==> src/rtl/status_frame_reader_pkg.sv <==
// Shared constants for the status frame reader.
// Header default, frame overhead, FSM encodings, word type.
package status_frame_reader_pkg;

   localparam logic [15:0] HDR_WORD_DEF = 16'hEB90;
   localparam int          FRAME_OVH    = 5;

   localparam logic [1:0] ST_IDLE = 2'd0;
   localparam logic [1:0] ST_HDR  = 2'd1;
   localparam logic [1:0] ST_PAY  = 2'd2;
   localparam logic [1:0] ST_CSUM = 2'd3;

   typedef logic [63:0] word_t;

endpackage

==> src/rtl/status_frame_reader_if.sv <==
// Byte stream towards the upload packer.
// master: tx_data/tx_valid/tx_last out, tx_ready in.
interface status_frame_reader_if;

   logic [7:0] tx_data;
   logic       tx_valid;
   logic       tx_last;
   logic       tx_ready;

   modport master (
      output tx_data,
      output tx_valid,
      output tx_last,
      input  tx_ready
   );

   modport slave (
      input  tx_data,
      input  tx_valid,
      input  tx_last,
      output tx_ready
   );

endinterface

==> src/rtl/status_frame_reader_fifo.sv <==
// status_word_fifo: sync 64-bit FIFO, DEPTH entries.
// Ports: push/wdata, pop/rdata (show-ahead), count, empty, full.
module status_word_fifo
   import status_frame_reader_pkg::*;
#(
   parameter int DEPTH = 4
) (
   input  logic                   sys_clk,
   input  logic                   rst_n,
   input  logic                   push,
   input  word_t                  wdata,
   input  logic                   pop,
   output word_t                  rdata,
   output logic [$clog2(DEPTH):0] count,
   output logic                   empty,
   output logic                   full
);

   localparam int AW = $clog2(DEPTH);
   localparam int CW = AW + 1;
   localparam logic [CW-1:0] FULL_CNT = DEPTH[CW-1:0];

   word_t         mem [DEPTH];
   logic [AW-1:0] wr_ptr;
   logic [AW-1:0] rd_ptr;
   logic          do_push;
   logic          do_pop;

   assign empty   = (count == '0);
   assign full    = (count == FULL_CNT);
   assign do_push = push && !full;
   assign do_pop  = pop && !empty;
   assign rdata   = mem[rd_ptr];

   always_ff @(posedge sys_clk or negedge rst_n) begin
      if (!rst_n) begin
         wr_ptr <= '0;
         rd_ptr <= '0;
         count  <= '0;
      end else begin
         if (do_push) wr_ptr <= wr_ptr + 1'b1;
         if (do_pop)  rd_ptr <= rd_ptr + 1'b1;
         unique case ({do_push, do_pop})
            2'b10:   count <= count + 1'b1;
            2'b01:   count <= count - 1'b1;
            default: ;
         endcase
      end
   end

   always_ff @(posedge sys_clk) begin
      if (do_push) mem[wr_ptr] <= wdata;
   end

endmodule

==> src/rtl/status_frame_reader.sv <==
// Reads WORD_CNT status words, streams hdr|seq|payload|csum bytes.
// Ports: req/busy, RAM read port, tx byte stream (if), frame_cnt.
module status_frame_reader
   import status_frame_reader_pkg::*;
#(
   parameter int          WORD_CNT   = 128,
   parameter logic [15:0] HDR_WORD   = HDR_WORD_DEF,
   parameter int          FIFO_DEPTH = 4
) (
   input  logic                         sys_clk,
   input  logic                         rst_n,
   input  logic                         req,
   output logic                         busy,
   output logic [6:0]                   status_ram_addr,
   output logic                         status_ram_rd_en,
   input  word_t                        status_ram_data,
   input  logic                         status_ram_data_vld,
   status_frame_reader_if.master        tx,
   output logic [15:0]                  frame_cnt
);

   localparam int CW = $clog2(FIFO_DEPTH) + 1;
   localparam logic [7:0] WCNT   = WORD_CNT[7:0];
   localparam logic [CW:0] CREDIT = FIFO_DEPTH[CW:0];

   logic [1:0]    state;
   logic [1:0]    hdr_idx;
   logic          req_hold;
   logic [7:0]    rd_cnt;
   logic [7:0]    pop_cnt;
   logic [CW-1:0] out_cnt;
   logic [63:0]   sr;
   logic [3:0]    sr_cnt;
   logic [7:0]    csum;
   logic [15:0]   frame_cnt_q;
   logic [7:0]    hdr_byte;

   word_t         fifo_rdata;
   logic [CW-1:0] fifo_cnt;
   logic          fifo_empty;
   logic          fifo_full;
   logic          fifo_push;
   logic          fifo_pop;

   logic start;
   logic fire;
   logic pay_fire;
   logic last_pay;
   logic fetching;
   logic rd_en;

   status_word_fifo #(.DEPTH(FIFO_DEPTH)) u_fifo (
      .sys_clk (sys_clk),
      .rst_n   (rst_n),
      .push    (fifo_push),
      .wdata   (status_ram_data),
      .pop     (fifo_pop),
      .rdata   (fifo_rdata),
      .count   (fifo_cnt),
      .empty   (fifo_empty),
      .full    (fifo_full)
   );

   // req_hold blocks the cycle right after the last byte.
   assign start    = req && (state == ST_IDLE) && !req_hold;
   assign fire     = tx.tx_valid && tx.tx_ready;
   assign pay_fire = fire && (state == ST_PAY);
   assign fetching = (state == ST_HDR) || (state == ST_PAY);

   // Credit: in-flight reads plus stored words never exceed depth.
   assign rd_en = fetching && (rd_cnt < WCNT) && !fifo_full &&
                  (({1'b0, out_cnt} + {1'b0, fifo_cnt}) < CREDIT);

   // Stray data_vld with nothing in flight is dropped.
   assign fifo_push = status_ram_data_vld && (out_cnt != '0);
   assign fifo_pop  = fetching && !fifo_empty &&
                      ((sr_cnt == 4'd0) ||
                       ((sr_cnt == 4'd1) && pay_fire));
   assign last_pay  = pay_fire && (sr_cnt == 4'd1) &&
                      (pop_cnt == WCNT);

   assign busy             = (state != ST_IDLE);
   assign status_ram_rd_en = rd_en;
   assign status_ram_addr  = rd_cnt[6:0];
   assign frame_cnt        = frame_cnt_q;

   always_comb begin
      hdr_byte = HDR_WORD[15:8];
      unique case (hdr_idx)
         2'd1:    hdr_byte = HDR_WORD[7:0];
         2'd2:    hdr_byte = frame_cnt_q[15:8];
         2'd3:    hdr_byte = frame_cnt_q[7:0];
         default: ;
      endcase
   end

   always_comb begin
      tx.tx_data  = 8'h00;
      tx.tx_valid = 1'b0;
      tx.tx_last  = 1'b0;
      unique case (1'b1)
         state == ST_HDR: begin
            tx.tx_valid = 1'b1;
            tx.tx_data  = hdr_byte;
         end
         state == ST_PAY: begin
            tx.tx_valid = (sr_cnt != 4'd0);
            tx.tx_data  = sr[63:56];
         end
         state == ST_CSUM: begin
            tx.tx_valid = 1'b1;
            tx.tx_last  = 1'b1;
            tx.tx_data  = csum;
         end
         default: ;
      endcase
   end

   always_ff @(posedge sys_clk or negedge rst_n) begin
      if (!rst_n) begin
         state       <= ST_IDLE;
         hdr_idx     <= 2'd0;
         req_hold    <= 1'b0;
         rd_cnt      <= 8'd0;
         pop_cnt     <= 8'd0;
         out_cnt     <= '0;
         sr          <= 64'd0;
         sr_cnt      <= 4'd0;
         csum        <= 8'd0;
         frame_cnt_q <= 16'd0;
      end else begin
         req_hold <= 1'b0;
         unique case (state)
            ST_IDLE: if (start) begin
               state   <= ST_HDR;
               hdr_idx <= 2'd0;
               rd_cnt  <= 8'd0;
               pop_cnt <= 8'd0;
               csum    <= 8'd0;
            end
            ST_HDR: if (fire) begin
               hdr_idx <= hdr_idx + 2'd1;
               if (hdr_idx == 2'd3) state <= ST_PAY;
            end
            ST_PAY: if (last_pay) state <= ST_CSUM;
            ST_CSUM: if (fire) begin
               state       <= ST_IDLE;
               frame_cnt_q <= frame_cnt_q + 16'd1;
               req_hold    <= 1'b1;
            end
            default: state <= ST_IDLE;
         endcase

         if (rd_en) rd_cnt <= rd_cnt + 8'd1;

         unique case ({rd_en, fifo_push})
            2'b10:   out_cnt <= out_cnt + 1'b1;
            2'b01:   out_cnt <= out_cnt - 1'b1;
            default: ;
         endcase

         if (pay_fire) csum <= csum + sr[63:56];

         if (fifo_pop) begin
            sr      <= fifo_rdata;
            sr_cnt  <= 4'd8;
            pop_cnt <= pop_cnt + 8'd1;
         end else if (pay_fire) begin
            sr     <= {sr[55:0], 8'h00};
            sr_cnt <= sr_cnt - 4'd1;
         end
      end
   end

endmodule

==> src/flat_wrapper.sv <==
// flat-port wrapper written by rule: the top's interface ports become plain ports
module status_frame_reader_flat import status_frame_reader_pkg::*;
#(
   parameter int          WORD_CNT   = 128,
   parameter logic [15:0] HDR_WORD   = HDR_WORD_DEF,
   parameter int          FIFO_DEPTH = 4
)
  (sys_clk, rst_n, req, busy, status_ram_addr, status_ram_rd_en, status_ram_data, status_ram_data_vld, frame_cnt, tx_tx_data, tx_tx_valid, tx_tx_last, tx_tx_ready);
  status_frame_reader_if tx_i ();
  input  logic sys_clk;
  input  logic rst_n;
  input  logic req;
  output logic busy;
  output logic [6:0] status_ram_addr;
  output logic status_ram_rd_en;
  input  word_t status_ram_data;
  input  logic status_ram_data_vld;
  output logic [15:0] frame_cnt;
  output wire logic [$bits(tx_i.tx_data)-1:0] tx_tx_data;
  output wire logic [$bits(tx_i.tx_valid)-1:0] tx_tx_valid;
  output wire logic [$bits(tx_i.tx_last)-1:0] tx_tx_last;
  input wire logic [$bits(tx_i.tx_ready)-1:0] tx_tx_ready;
  assign tx_tx_data = tx_i.tx_data;
  assign tx_tx_valid = tx_i.tx_valid;
  assign tx_tx_last = tx_i.tx_last;
  assign tx_i.tx_ready = tx_tx_ready;
  status_frame_reader #(.WORD_CNT(WORD_CNT), .HDR_WORD(HDR_WORD), .FIFO_DEPTH(FIFO_DEPTH)) u_core (.sys_clk(sys_clk), .rst_n(rst_n), .req(req), .busy(busy), .status_ram_addr(status_ram_addr), .status_ram_rd_en(status_ram_rd_en), .status_ram_data(status_ram_data), .status_ram_data_vld(status_ram_data_vld), .tx(tx_i), .frame_cnt(frame_cnt));
endmodule
==> config.mk <==
export PLATFORM = sky130hd
export DESIGN_NAME = status_frame_reader_flat
export DESIGN_NICKNAME = d
export VERILOG_FILES = /design/src/rtl/status_frame_reader_pkg.sv /design/src/rtl/status_frame_reader_if.sv /design/src/rtl/status_frame_reader_fifo.sv /design/src/rtl/status_frame_reader.sv /design/src/flat_wrapper.sv
export SDC_FILE = /design/constraint.sdc
export NUM_CORES = 1
export LEC_CHECK = 0
export BUFFER_PORTS_ARGS = -buffer_cell sky130_fd_sc_hd__buf_2
export CAP_MARGIN = 20
export CORE_MARGIN = 8
export CORE_UTILIZATION = 45
export CTS_CLUSTER_SIZE = 30
export DETAILED_ROUTE_END_ITERATION = 12
export SLEW_MARGIN = 20
export SYNTH_ARGS = -nofsm -noshare
export SYNTH_HDL_FRONTEND = slang
export SYNTH_SLANG_ARGS = --single-unit
==> constraint.sdc <==
create_clock -name sys_clk -period 6.7 [get_ports sys_clk]
set_input_delay 0.67 -clock sys_clk [delete_from_list [all_inputs] [get_ports sys_clk]]
set_output_delay 0.67 -clock sys_clk [all_outputs]
set_load 0.03 [all_outputs]
==> results of run 1 <==
## registers in the layout, summed over array words and instances (netlist names)
signal / count
u_core.u_fifo.mem: 256
u_core.sr: 64
u_core.frame_cnt: 16
u_core.csum: 8
u_core.pop_cnt: 8
u_core.rd_cnt: 8
u_core.sr_cnt: 4
u_core.out_cnt: 3
u_core.u_fifo.count: 3
u_core.hdr_idx: 2
u_core.state: 2
u_core.u_fifo.rd_ptr: 2
u_core.u_fifo.wr_ptr: 2
u_core.req_hold: 1
## routing by layer
| metal | wire [um] | vias to the layer above | share of wire [%] | global-route usage (%) |
|---|---|---|---|---|
| li1 | - | 4128 | - | - |
| met1 | 14500 | 4495 | 45 | 21.2 |
| met2 | 15400 | 168 | 48 | 25.1 |
| met3 | 1470 | 42 | 4.6 | 3.09 |
| met4 | 569 | 0 | 1.8 | 3.94 |
| met5 | 0 | - | 0 | 0 |
## cell usage in the layout, fill, tap and decap left out, types with 4 or more instances in the layout
| master | Yosys | layout |
|---|---|---|
| xor2_1 | 11 | 11 |
| buf_4 | 9 | 10 |
| buf_2 | 24 | 102 |
| and3_2 | 0 | 4 |
| xnor2_1 | 21 | 21 |
| a21oi_1 | 9 | 9 |
| a211oi_1 | 7 | 7 |
| nand2_1 | 161 | 161 |
| mux4_2 | 64 | 64 |
| o21ai_0 | 34 | 34 |
| clkbuf_1 | 29 | 11 |
| edfxtp_1 | 256 | 256 |
| clkbuf_16 | 0 | 42 |
| nor2_1 | 81 | 81 |
| a31oi_1 | 58 | 58 |
| nand4_1 | 5 | 5 |
| and2_1 | 4 | 4 |
| and3_1 | 10 | 6 |
| a22oi_1 | 4 | 4 |
| a221o_1 | 5 | 5 |
| clkinv_2 | 0 | 9 |
| nand3_1 | 30 | 30 |
| inv_1 | 22 | 22 |
| ha_1 | 29 | 29 |
| dfrtp_1 | 123 | 121 |
| a222oi_1 | 6 | 6 |
## worst min-delay path by stage
| stage | startpoint | end | depth (start not counted) |
|---|---|---|---|
| 2_1_floorplan | rst_n | u_core.csum[0]$_DFFE_PN0P_ | 0 |
| 3_3_place_gp | u_core.pop_cnt[7]$_DFFE_PN0P_ | u_core.pop_cnt[7]$_DFFE_PN0P_ | 1 |
| 3_5_place_dp | u_core.pop_cnt[7]$_DFFE_PN0P_ | u_core.pop_cnt[7]$_DFFE_PN0P_ | 1 |
| 4_1_cts | rst_n | u_core.rd_cnt[3]$_DFFE_PN0P_ | 1 |
| 5_1_grt | rst_n | u_core.rd_cnt[3]$_DFFE_PN0P_ | 1 |
| 6_report | rst_n | u_core.rd_cnt[6]$_DFFE_PN0P_ | 1 |
## critical path: stages (launching register included)
cell	delay, ns
dfrtp_1	0.41
ha_1	0.30
nor4_1	0.31
nand4_1	0.47
inv_1	0.31
buf_2	0.24
## kinds of logic after synthesis
logic type	Yosys count	synth area share [%]
AOI/OAI and AO/OA	145	6.27
adders and majority gates	32	2.70
muxes	66	9.36
DFF	379	68.8
and+or+nand+nor	312	8.52
xor gates and xnor gates	32	1.79
buffers and inverters	87	2.50
## metrics by stage
step / total power [uW] / util [%] / setup WS, ns
CTS: 8260 / 51.8 / 3.41
detailed placement: 6070 / 48.1 / 3.58
global placement: 6040 / 48.1 / 3.65
floorplan: 5350 / - / 3.85
global route: 8630 / 51.9 / 3.23
finish: 8140 / 51.9 / 3.45
## power by group through the flow
stage	combinational [uW]	sequential, uW	clock [uW]
6_report	2450	3530	2160
5_1_grt	2720	3610	2300
4_1_cts	2490	3540	2220
3_5_place_dp	2480	3580	0
3_3_place_gp	2470	3570	0
2_1_floorplan	1900	3450	0
## final cells by class
| type | count | area, sq um | share of cell area [%] |
|---|---|---|---|
| Tap cell | 455 | 569 | 3.19 |
| Timing Repair Buffer | 114 | 617 | 3.46 |
| Clock buffer | 55 | 1120 | 6.28 |
| Sequential cell | 379 | 10800 | 60.4 |
| Multi-Input combinational cell | 587 | 4500 | 25.2 |
| Clock inverter | 17 | 165 | 0.927 |
| Inverter | 23 | 86.3 | 0.484 |
==> impl_metrics.env, run 1 <==
export IMPL_status="complete, no violations"
export IMPL_power_density_nw_per_um2=457
export IMPL_synthTopCellsByCount="edfxtp_1, nand2_1, dfrtp_1"
export IMPL_yosys_area_top_type="edfxtp_1"
export IMPL_drc=0
export IMPL_synthCells=1053
export IMPL_die_w_um=202
export IMPL_postCtsSetupBuffers=0
export IMPL_fin_nets=1246
export IMPL_worstPathArrival_ns=2.58
export IMPL_fillers=2939
export IMPL_slew_violations=0
export IMPL_cts_tree="built"
export IMPL_final_area_sq_um=17800
export IMPL_core_sq_um=34400
export IMPL_timing_setup_tns_ns=0
export IMPL_place_area_sq_um=16500
export IMPL_postRouteAntennaNets=0
export IMPL_wl_um=31900
export IMPL_pwr_share_seq_pct=43.4
export IMPL_diodes=0
export IMPL_r2r_end="u_core.u_fifo.count[2]$_DFFE_PN0P_"
export IMPL_synth_ff_type="edfxtp_1"
export IMPL_grt_setup_unrepaired="false"
export IMPL_fin_crit_ns=3.25
export IMPL_num_rows=68
export IMPL_num_io_pins=104
export IMPL_cp_max_fo=12
export IMPL_path_class="flop to output port"
export IMPL_rrSetupSlack_ns=3.80
export IMPL_start_util_pct=45.5
export IMPL_cts_resized=0
export IMPL_setup_violations=0
export IMPL_synth_edf_count=256
export IMPL_synth_distinct_cells=56
export IMPL_post_drt_wl_per_cell_um=19.6
export IMPL_startpoint_type="flop"
export IMPL_syn_area_sq_um=15600
export IMPL_reg2reg_depth=11
export IMPL_h_tree_depth=2
export IMPL_leakage_uw=0.00677
export IMPL_yosysMostFrequentCell="edfxtp_1"
export IMPL_final_hold_viol_count=0
export IMPL_avgSynthCellArea_sq_um=14.9
export IMPL_syn_num_nets=1154
export IMPL_grt_max_degree=132
export IMPL_hold_class="input pin to async pin"
export IMPL_ys_seq_area_share_pct=68.8
export IMPL_period_share_pct=48.5
export IMPL_portBuffers=103
export IMPL_drt_iter0_drc=574
export IMPL_p_sw_uw=2660
export IMPL_maxCapViolCount=0
export IMPL_numCtsBuffers=40
export IMPL_synth_top_area_share_pct=49.2
export IMPL_grt_overflow_total=0
export IMPL_startpoint="u_core.u_fifo.count[2]$_DFFE_PN0P_"
export IMPL_die_y_um=202
export IMPL_final_cells=1630
export IMPL_clock_skew_ns=0.0191
export IMPL_ys_warn_count=0
export IMPL_clk_pin_slew_ns=0.06
export IMPL_hold_ws_ns=0.234
export IMPL_grtUsageTotal_pct=15.5
export IMPL_cts_max_path_buffers=3
export IMPL_dr_pass1_iters=7
export IMPL_cts_hold_buffers=0
export IMPL_synth_seq_cells=379
export IMPL_antenna_found_initial=0
export IMPL_critPathCaptureType="output port"
export IMPL_cts_root_buf="clkbuf_16"
export IMPL_vias=8833
export IMPL_r2r_start="u_core.state[0]$_DFFE_PN0P_"
export IMPL_insertion_delay_ns=0.53
export IMPL_dpl_cell_count=1557
export IMPL_cp_required_ns=6.03
export IMPL_gp_congestion=0.797
export IMPL_p_comb_share_pct=30.1
export IMPL_fmax_mhz=308
export IMPL_clkSinkCount=379
export IMPL_tightest_slew_ns=1.04
export IMPL_p_sw_share_pct=32.7
export IMPL_die_area_sq_um=41000
export IMPL_cp_endpoint="status_ram_rd_en"
export IMPL_synth_async_reset_ratio_pct=32.5
export IMPL_max_slew_margin_pct=30.7
export IMPL_dp_final_hpwl_um=19100
export IMPL_syn2layout_area_growth_pct=14.0
export IMPL_grt_pass1_vias=8995
export IMPL_grt_pass1_wl_um=50600
export IMPL_final_layout_size_suffix_gt1_share_pct=21.5
export IMPL_p_int_uw=5480
export IMPL_clkPwrFrac_pct=26.5
export IMPL_synth_top_cells_by_area="edfxtp_1, dfrtp_1, mux4_2"
export IMPL_peakVddDrop_uv=283
export IMPL_via_per_inst=5.42
(Power assumes the default switching activity.)
==> inputs of run 2 (changes only) <==
==> constraint.sdc (replaced) <==
create_clock -name sys_clk -period 2.85 [get_ports sys_clk]
set_input_delay 0.285 -clock sys_clk [delete_from_list [all_inputs] [get_ports sys_clk]]
set_output_delay 0.285 -clock sys_clk [all_outputs]
set_load 0.03 [all_outputs]
==> impl_metrics.env, run 2 (synthesized netlist as in run 1, its figures left out) <==
export IMPL_status="complete, no violations"
export IMPL_start_util_pct=45.5
export IMPL_grt_max_degree=133
export IMPL_final_hold_viol_count=0
export IMPL_wl_um=32300
export IMPL_post_route_util_pct=54.6
export IMPL_cts_root_buf="clkbuf_16"
export IMPL_regMostFlops="u_core.u_fifo.mem"
export IMPL_layout_commonest_cell="edfxtp_1"
export IMPL_die_area_sq_um=41000
export IMPL_diodes=0
export IMPL_startpoint_type="flop"
export IMPL_fillers=2850
export IMPL_power_density_nw_per_um2=1050
export IMPL_dpl_cell_count=1567
export IMPL_worstPathArrival_ns=2.31
export IMPL_hold_class="input pin to flop"
export IMPL_final_cells=1707
export IMPL_clk_pin_slew_ns=0.06
export IMPL_numCtsBuffers=41
export IMPL_hold_depth=3
export IMPL_grt_overflow_total=0
export IMPL_drt_iter0_drc=676
export IMPL_place_area_sq_um=16700
export IMPL_grt_pass1_vias=9233
export IMPL_final_cell_mix="edfxtp_1, nand2_1, dfrtp_1"
export IMPL_final_layout_size_suffix_gt1_share_pct=21.1
export IMPL_clkSinkCount=379
export IMPL_dr_pass1_iters=7
export IMPL_drc=0
export IMPL_num_rows=68
export IMPL_die_w_um=202
export IMPL_gp_congestion=0.791
export IMPL_tightest_slew_ns=0.622
export IMPL_cp_max_fo=9
export IMPL_path_class="flop to output port"
export IMPL_antenna_found_initial=0
export IMPL_dp_final_hpwl_um=19300
export IMPL_grt_setup_unrepaired="false"
export IMPL_peakVddDrop_uv=565
export IMPL_timing_setup_tns_ns=0
export IMPL_die_y_um=202
export IMPL_core_sq_um=34400
export IMPL_cts_tree="built"
export IMPL_via_per_inst=5.32
export IMPL_final_area_sq_um=18800
export IMPL_period_share_pct=91.2
export IMPL_h_tree_depth=2
export IMPL_vias=9085
export IMPL_postRouteAntennaNets=0
export IMPL_critPathCaptureType="output port"
export IMPL_fin_nets=1321
export IMPL_maxCapViolCount=0
export IMPL_fmax_mhz=385
export IMPL_portBuffers=103
export IMPL_post_drt_wl_per_cell_um=18.9
export IMPL_reg2reg_depth=9
export IMPL_leakage_uw=0.00716
export IMPL_cp_required_ns=2.57
export IMPL_slew_violations=0
export IMPL_setup_violations=0
export IMPL_clock_skew_ns=0.0124
export IMPL_num_io_pins=104
export IMPL_cts_max_path_buffers=3
export IMPL_largest_reg_flops=256
export IMPL_max_slew_margin_pct=58.5
export IMPL_grtUsageTotal_pct=15.7
export IMPL_fin_crit_ns=2.60
export IMPL_insertion_delay_ns=0.55
export IMPL_syn2layout_area_growth_pct=20.0
export IMPL_grt_pass1_wl_um=51600
run 2: worst paths after layout:
check                           slack, ns                             endpoint                          startpoint
worst max-delay path                 0.25                        tx_tx_data[1]       u_core.hdr_idx[1]$_DFFE_PN0P_
worst min-delay path                 0.08        u_core.hdr_idx[1]$_DFFE_PN0P_                         tx_tx_ready
worst max register to register       0.55   u_core.u_fifo.count[2]$_DFFE_PN0P_  u_core.u_fifo.count[1]$_DFFE_PN0P_
worst min register to register       0.48        u_core.pop_cnt[7]$_DFFE_PN0P_       u_core.pop_cnt[7]$_DFFE_PN0P_
max in group asynchronous            1.90  u_core.u_fifo.rd_ptr[0]$_DFFE_PN0P_                               rst_n
min in group asynchronous            0.30  u_core.u_fifo.wr_ptr[0]$_DFFE_PN0P_                               rst_n
run 2: power by group:
group / total (uW) / switching (uW) / internal [uW]
logic: 6050 / 3450 / 2600
clock network: 5400 / 2150 / 3250
registers: 8230 / 783 / 7450
total: 19700 / 6380 / 13300
run 2: critical path: stages, from the launching register on:
cell,delay [ns]
dfrtp_1,0.45
ha_1,0.33
a221o_1,0.38
a222oi_1,0.35
nor2_1,0.08
buf_2,0.19
run 2: per-layer routing:
metal  track usage (%)  routed length, um  vias to the layer above  share of wire (%)
met5                 0                  0                        -                  0
met4              4.33                629                        0                1.9
met3              2.93               1500                       51                4.6
met2              25.5              15500                      185                 48
met1              21.4              14700                     4557                 46
li1                  -                  -                     4292                  -
run 2: repair_timing:
| action | in CTS | in global routing |
|---|---|---|
| setup buffers | 0 | 0 |
| endpoints found under the hold margin | 295 | 0 |
| endpoints found under the setup margin | 0 | 2 |
| hold buffers | 65 | 0 |
| gates resized for setup | 0 | 1 |
run 2: layout make-up:
type	instances	area (sq um)	share of cell area, %
clock buffer	59	1130	6.05
clock inverter	16	240	1.28
inverter	23	86.3	0.460
multi-input combinational	587	4500	24.0
sequential	379	10800	57.4
tap	455	569	3.03
timing repair buffer	188	1460	7.76
run 2: metrics by stage:
stage               total power [uW]  setup slack (ns)  hold slack [ns]
floorplan                      12600             0.133          -0.0106
global placement               14400             0.567            0.334
detailed placement             14400             0.541            0.334
CTS                            20000            0.0659           0.0533
global route                   20800            0.0740           0.0841
finish                         19700             0.251           0.0824
